**src/rtl/std_sram_singleport_reqctrl_pkg.sv**
```systemverilog
// Shared definitions for the single-port SRAM request controller.
// Holds the default read latency and a constant-foldable clog2 helper.
package std_sram_singleport_reqctrl_pkg;

  localparam int STD_SRAM_RD_LATENCY_DEFAULT = 2;

  function automatic int clog2(input int n);
    int r;
    r = 0;
    for (int v = n - 1; v > 0; v = v >> 1) r++;
    return r;
  endfunction

endpackage

```
**src/rtl/std_sram_rsp_fifo.sv**
```systemverilog
// Synchronous response FIFO with async-reset pointers and a count output.
// Pointers wrap at DEPTH; an assertion flags a push into a full FIFO without a pop.
module std_sram_rsp_fifo
  import std_sram_singleport_reqctrl_pkg::*;
#(
  parameter int WIDTH = 1,
  parameter int DEPTH = 4,
  parameter int CNT_W = 3
) (
  input  logic             clk,
  input  logic             rst,
  input  logic             push,
  input  logic [WIDTH-1:0] wdata,
  input  logic             pop,
  output logic [WIDTH-1:0] rdata,
  output logic             empty,
  output logic [CNT_W-1:0] count
);

  localparam int PTR_W = (DEPTH > 1) ? clog2(DEPTH) : 1;

  logic [WIDTH-1:0] mem_q [DEPTH];
  logic [PTR_W-1:0] wr_q, rd_q;
  logic [CNT_W-1:0] cnt_q;

  function automatic logic [PTR_W-1:0] nxt(input logic [PTR_W-1:0] p);
    return (p == PTR_W'(DEPTH - 1)) ? '0 : p + 1'b1;
  endfunction

  always_ff @(posedge clk or posedge rst) begin
    if (rst) begin
      wr_q  <= '0;
      rd_q  <= '0;
      cnt_q <= '0;
    end else begin
      if (push) wr_q <= nxt(wr_q);
      if (pop)  rd_q <= nxt(rd_q);
      cnt_q <= cnt_q + CNT_W'(push) - CNT_W'(pop);
    end
  end

  always_ff @(posedge clk) begin
    if (push) mem_q[wr_q] <= wdata;
  end

  assign rdata = mem_q[rd_q];
  assign empty = (cnt_q == '0);
  assign count = cnt_q;

  a_no_overflow: assert property (
    @(posedge clk) disable iff (rst)
    !(push && !pop && cnt_q == CNT_W'(DEPTH))
  );

endmodule

```
**src/rtl/std_sram_singleport_reqctrl.sv**
```systemverilog
// Credit-guarded single-port SRAM request controller with in-order read responses.
// Optional write acks: define STD_SRAM_SINGLEPORT_REQCTRL_WR_ACK_EN.
module std_sram_singleport_reqctrl
  import std_sram_singleport_reqctrl_pkg::*;
#(
  parameter int ADDR_WIDTH = 1,
  parameter int DATA_WIDTH = 1,
  parameter int RD_LATENCY = STD_SRAM_RD_LATENCY_DEFAULT,
  parameter int RSP_DEPTH  = 4
) (
  input  logic                  clk,
  input  logic                  aregrst,
  input  logic                  req_valid,
  output logic                  req_ready,
  input  logic                  req_we,
  input  logic [ADDR_WIDTH-1:0] req_addr,
  input  logic [DATA_WIDTH-1:0] req_din,
  output logic                  rsp_valid,
  input  logic                  rsp_ready,
  output logic [DATA_WIDTH-1:0] rsp_data,
`ifdef STD_SRAM_SINGLEPORT_REQCTRL_WR_ACK_EN
  output logic                  rsp_is_wr,
`endif
  output logic                  sram_en,
  output logic                  sram_we,
  output logic [ADDR_WIDTH-1:0] sram_addr,
  output logic [DATA_WIDTH-1:0] sram_din,
  input  logic [DATA_WIDTH-1:0] sram_dout
);

  localparam int CNT_W = clog2(RSP_DEPTH + RD_LATENCY + 1);
`ifdef STD_SRAM_SINGLEPORT_REQCTRL_WR_ACK_EN
  localparam int FW = DATA_WIDTH + 1;
`else
  localparam int FW = DATA_WIDTH;
`endif

  logic [RD_LATENCY-1:0] vld_q, vld_d;
  logic [CNT_W-1:0]      fifo_cnt, inflight, credit;
  logic [FW-1:0]         push_data, pop_data;
  logic                  push, pop, empty;

  assign sram_en   = req_valid & req_ready;
  assign sram_we   = req_we;
  assign sram_addr = req_addr;
  assign sram_din  = req_din;

`ifdef STD_SRAM_SINGLEPORT_REQCTRL_WR_ACK_EN
  logic [RD_LATENCY-1:0] wr_q, wr_d;

  always_comb begin
    vld_d    = '0;
    wr_d     = '0;
    vld_d[0] = sram_en;
    wr_d[0]  = sram_en & sram_we;
    for (int i = 1; i < RD_LATENCY; i++) begin
      vld_d[i] = vld_q[i-1];
      wr_d[i]  = wr_q[i-1];
    end
  end

  always_ff @(posedge clk or posedge aregrst) begin
    if (aregrst) wr_q <= '0;
    else         wr_q <= wr_d;
  end

  // Write acks carry zero data so consumers never see stale read bits.
  assign push_data = {wr_q[RD_LATENCY-1],
                      sram_dout & {DATA_WIDTH{~wr_q[RD_LATENCY-1]}}};
  assign rsp_is_wr = ~empty & pop_data[DATA_WIDTH];
`else
  always_comb begin
    vld_d    = '0;
    vld_d[0] = sram_en & ~sram_we;
    for (int i = 1; i < RD_LATENCY; i++) vld_d[i] = vld_q[i-1];
  end

  assign push_data = sram_dout;
`endif

  always_ff @(posedge clk or posedge aregrst) begin
    if (aregrst) vld_q <= '0;
    else         vld_q <= vld_d;
  end

  always_comb begin
    inflight = '0;
    for (int i = 0; i < RD_LATENCY; i++)
      inflight = inflight + CNT_W'(vld_q[i]);
  end

  // Credits come from registered counts only; a pop frees space next cycle.
  assign credit    = fifo_cnt + inflight;
  assign req_ready = ~aregrst & (credit < CNT_W'(RSP_DEPTH));

  assign push      = vld_q[RD_LATENCY-1];
  assign rsp_valid = ~empty;
  assign pop       = rsp_valid & rsp_ready;
  assign rsp_data  = pop_data[DATA_WIDTH-1:0];

  std_sram_rsp_fifo #(
    .WIDTH (FW),
    .DEPTH (RSP_DEPTH),
    .CNT_W (CNT_W)
  ) u_fifo (
    .clk   (clk),
    .rst   (aregrst),
    .push  (push),
    .wdata (push_data),
    .pop   (pop),
    .rdata (pop_data),
    .empty (empty),
    .count (fifo_cnt)
  );

endmodule
```
**config.mk**
```make
export PLATFORM = sky130hd
export DESIGN_NAME = std_sram_singleport_reqctrl
export DESIGN_NICKNAME = d
export VERILOG_FILES = /design/src/rtl/std_sram_singleport_reqctrl_pkg.sv /design/src/rtl/std_sram_rsp_fifo.sv /design/src/rtl/std_sram_singleport_reqctrl.sv
export SDC_FILE = /design/constraint.sdc
export NUM_CORES = 1
export LEC_CHECK = 0
export CORE_ASPECT_RATIO = 1.1
export CORE_MARGIN = 2
export CORE_UTILIZATION = 43
export DETAILED_ROUTE_END_ITERATION = 10
export PLACE_DENSITY = 0.72
export SETUP_SLACK_MARGIN = 0.3
export SLEW_MARGIN = 20
export SYNTH_ARGS = -nofsm -noshare
export SYNTH_HDL_FRONTEND = slang
export SYNTH_SLANG_ARGS = --single-unit
```
**constraint.sdc**
```tcl
create_clock -name clk -period 2 [get_ports clk]
set_clock_uncertainty 0.15 [all_clocks]
set_input_delay 0.2 -clock clk [delete_from_list [all_inputs] [get_ports clk]]
set_output_delay 0.2 -clock clk [all_outputs]
set_load 0.005 [all_outputs]
```
==> results.json <==
{
  "outcome": "complete, but fails checks",
  "violations": "setup timing",
  "synthMuxAreaShare_pct": 7.29,
  "start_util_pct": 45.7,
  "finalPower_mw": 1.13,
  "ys_types": 22,
  "avgSynthCellArea_sq_um": 12.6,
  "cts.sinks": 13,
  "grt_pass1_vias": 459,
  "htree_num_levels": 1,
  "cts_inserted_buffers": 3,
  "reg2reg_slack_ps": -50,
  "leakagePower_nw": 0.425,
  "synth_top_family_by_area": "adder cells",
  "peakVddDrop_uv": 471,
  "antenna_found_initial": 0,
  "clockRootBuffer": "clkbuf_4",
  "yosys.area_share.xor_xnor_pct": 2.43,
  "hold_viol": 0,
  "dr.pass1.iters": 2,
  "die_w_microns": 43.0,
  "fin_cells": 94,
  "drc_errors": 0,
  "ant_nets": 0,
  "detailed_place_hpwl_microns": 818,
  "grt_overflow_total": 0,
  "synthAdderAreaFrac_pct": 16.7,
  "r2r_start": "u_fifo.count[1]$_DFF_PP0_",
  "track_usage_pct": 12.5,
  "drv_slew": 0,
  "period_needed_ps": 2050,
  "hp-class": "in2async",
  "max_slew_margin_pct": 77.5,
  "yosys.area_share.simple_pct": 14.8,
  "maxCapViolations": 0,
  "row_count": 15,
  "wl_microns": 1010,
  "postSynthCellCount": 57,
  "num_io_pins": 15,
  "regToRegEndpoint": "u_fifo.count[1]$_DFF_PP0_",
  "period_share_pct": 103,
  "diodes": 0,
  "cp-end-kind": "flip-flop",
  "clk_pin_slew_ps": 70,
  "fmax_mhz": 487,
  "syn2layout_area_growth_pct": 30.0,
  "clkLatencyLatePin_ps": 260,
  "power_density_nw_per_um2": 1210,
  "worst_r2r_path_depth": 7,
  "cts.path.max_buffers": 2,
  "synth_seq_area_share_pct": 47.9,
  "dieArea_sq_um": 2020,
  "yosys_warnings": 0,
  "cts_tree": "built",
  "grt_max_degree": 10,
  "fin_nets": 95,
  "rsz0062_at_grt": "yes",
  "gp_congestion": 0.637,
  "port_buffers": 10,
  "synth_fp_nets": 74,
  "initialDrtViolationCount": 7,
  "dp.cells": 87,
  "synth-seq-cells": 13,
  "required_ps": 2050,
  "critPathLaunchType": "flip-flop",
  "setup_viol": 2,
  "fin_hold_ws_ps": 179,
  "wl_per_cell_microns": 10.7,
  "worst_slack_ps": -53.6,
  "drive_gt1_share_pct": 39.0,
  "syn_area_sq_um": 721,
  "worst_slew_pin_slew_ps": 338,
  "grt_first_pass_wirelength_microns": 1840,
  "num_vias": 444,
  "coreArea_sq_um": 1580,
  "die_h_microns": 46.9,
  "synth-compound-area-share_pct": 3.65,
  "cp_max_fo": 2,
  "path_class": "reg2reg",
  "worstPathArrival_ps": 2110,
  "viasPerCell": 4.72,
  "cts_hold_buffers": 0
}
worst max path at each step:
stage                     slack (ps)  depth (start not counted)                 startpoint                        end
after floorplan                  -70                          8  u_fifo.count[2]$_DFF_PP0_  u_fifo.count[2]$_DFF_PP0_
after global placement           -60                          5  u_fifo.count[0]$_DFF_PP0_                    sram_en
after detailed placement         -90                          8  u_fifo.count[0]$_DFF_PP0_  u_fifo.count[2]$_DFF_PP0_
after CTS                        -70                          7  u_fifo.count[1]$_DFF_PP0_  u_fifo.count[1]$_DFF_PP0_
after global routing            -120                          8  u_fifo.count[1]$_DFF_PP0_  u_fifo.count[2]$_DFF_PP0_
final                            -50                          7  u_fifo.count[1]$_DFF_PP0_  u_fifo.count[1]$_DFF_PP0_
layout by cell type (no fill, tap or decap), drive strengths merged:
master / Yosys / final
inv: 8 / 8
xnor2: 1 / 1
nor2: 2 / 2
nor3: 2 / 2
mux4: 1 / 1
and2: 4 / 4
fa: 1 / 1
or3: 1 / 1
nand2: 3 / 3
buf: 3 / 12
nand2b: 1 / 1
dlygate4sd2: 0 / 1
nor4: 1 / 1
clkdlybuf4s50: 0 / 6
edfxtp: 4 / 4
a21oi: 1 / 1
ha: 8 / 8
dfrtp: 9 / 9
clkbuf: 0 / 4
o21ai: 2 / 2
nor4b: 1 / 1
o21a: 1 / 1
xor2: 1 / 1
mux2: 2 / 2
power breakdown:
part,total [mW],switching (mW),internal (mW)
clock network,0.150,0.0732,0.0770
logic,0.567,0.246,0.321
registers,0.417,0.0592,0.358
total,1.13,0.378,0.756
logic make-up after synthesis:
logic type                 Yosys count
and+or+nand+nor                     15
DFF                                 13
buffers and inverters               11
adders and majority gates            9
AOI/OAI and AO/OA                    4
muxes                                3
xor gates and xnor gates             2
worst max-delay path: stages (launching register included):
cell,delay (ps)
dfrtp_1,380
or3_4,400
nand2_4,90
inv_4,40
ha_4,250
inv_2,30
ha_4,140
fa_2,510
sequential cells by signal, summed over array words and instances (netlist names):
register / cells
u_fifo.wr_q: 2
u_fifo.mem_q: 4
u_fifo.rd_q: 2
u_fifo.count: 3
vld_q: 2
cell usage after synthesis (all sizes together):
| master | number | area, sq um |
|---|---|---|
| a21oi | 1 | 8.76 |
| and2 | 4 | 25.0 |
| buf | 3 | 22.5 |
| dfrtp | 9 | 225 |
| edfxtp | 4 | 120 |
| fa | 1 | 20.0 |
| ha | 8 | 100 |
| inv | 8 | 30.0 |
| mux2 | 2 | 30.0 |
| mux4 | 1 | 22.5 |
| nand2 | 3 | 18.8 |
| nand2b | 1 | 6.26 |
| nor2 | 2 | 7.51 |
| nor3 | 2 | 10.0 |
| nor4 | 1 | 12.5 |
| nor4b | 1 | 15.0 |
| o21a | 1 | 7.51 |
| o21ai | 2 | 10.0 |
| or3 | 1 | 11.3 |
| xnor2 | 1 | 8.76 |
| xor2 | 1 | 8.76 |
cell type report:
class | count | area [sq um]
tap | 17 | 21.3
sequential | 13 | 345
timing repair buffer | 19 | 151
inverter | 8 | 32.5
fill | 147 | 639
multi-input combinational | 33 | 360
clock buffer | 4 | 26.3
stage by stage:
| stage | util [%] | TNS, ps | setup WS, ps | area [sq um] |
|---|---|---|---|---|
| after detailed placement | 56.6 | -269 | -85.9 | 892 |
| after global routing | 59.4 | -308 | -119 | 937 |
| after global placement | 56.6 | -178 | -64.4 | 892 |
| after floorplan | - | -128 | -70.1 | 748 |
| final | 59.4 | -98.2 | -53.6 | 937 |
| after CTS | 59.0 | -123 | -65.0 | 930 |
metal layers:
metal  vias to the layer above  share of wire (%)  global-route usage [%]
met5                         -                  0                       0
met1                       209                 43                    13.6
li1                        225                  -                       -
met2                        10                 52                    23.6
met3                         0                4.7                    3.08
met4                         0                  0                    5.45
repair_timing:
action / 4_1_cts / 5_1_grt
gates cloned: 0 / 0
pin swaps: 8 / 1
endpoints found under the hold margin: 0 / 0
setup buffers: 2 / 1
gates resized for setup: 16 / 0
endpoints found under the setup margin: 6 / 6
No activity file was read; power rests on OpenSTA's default activity.
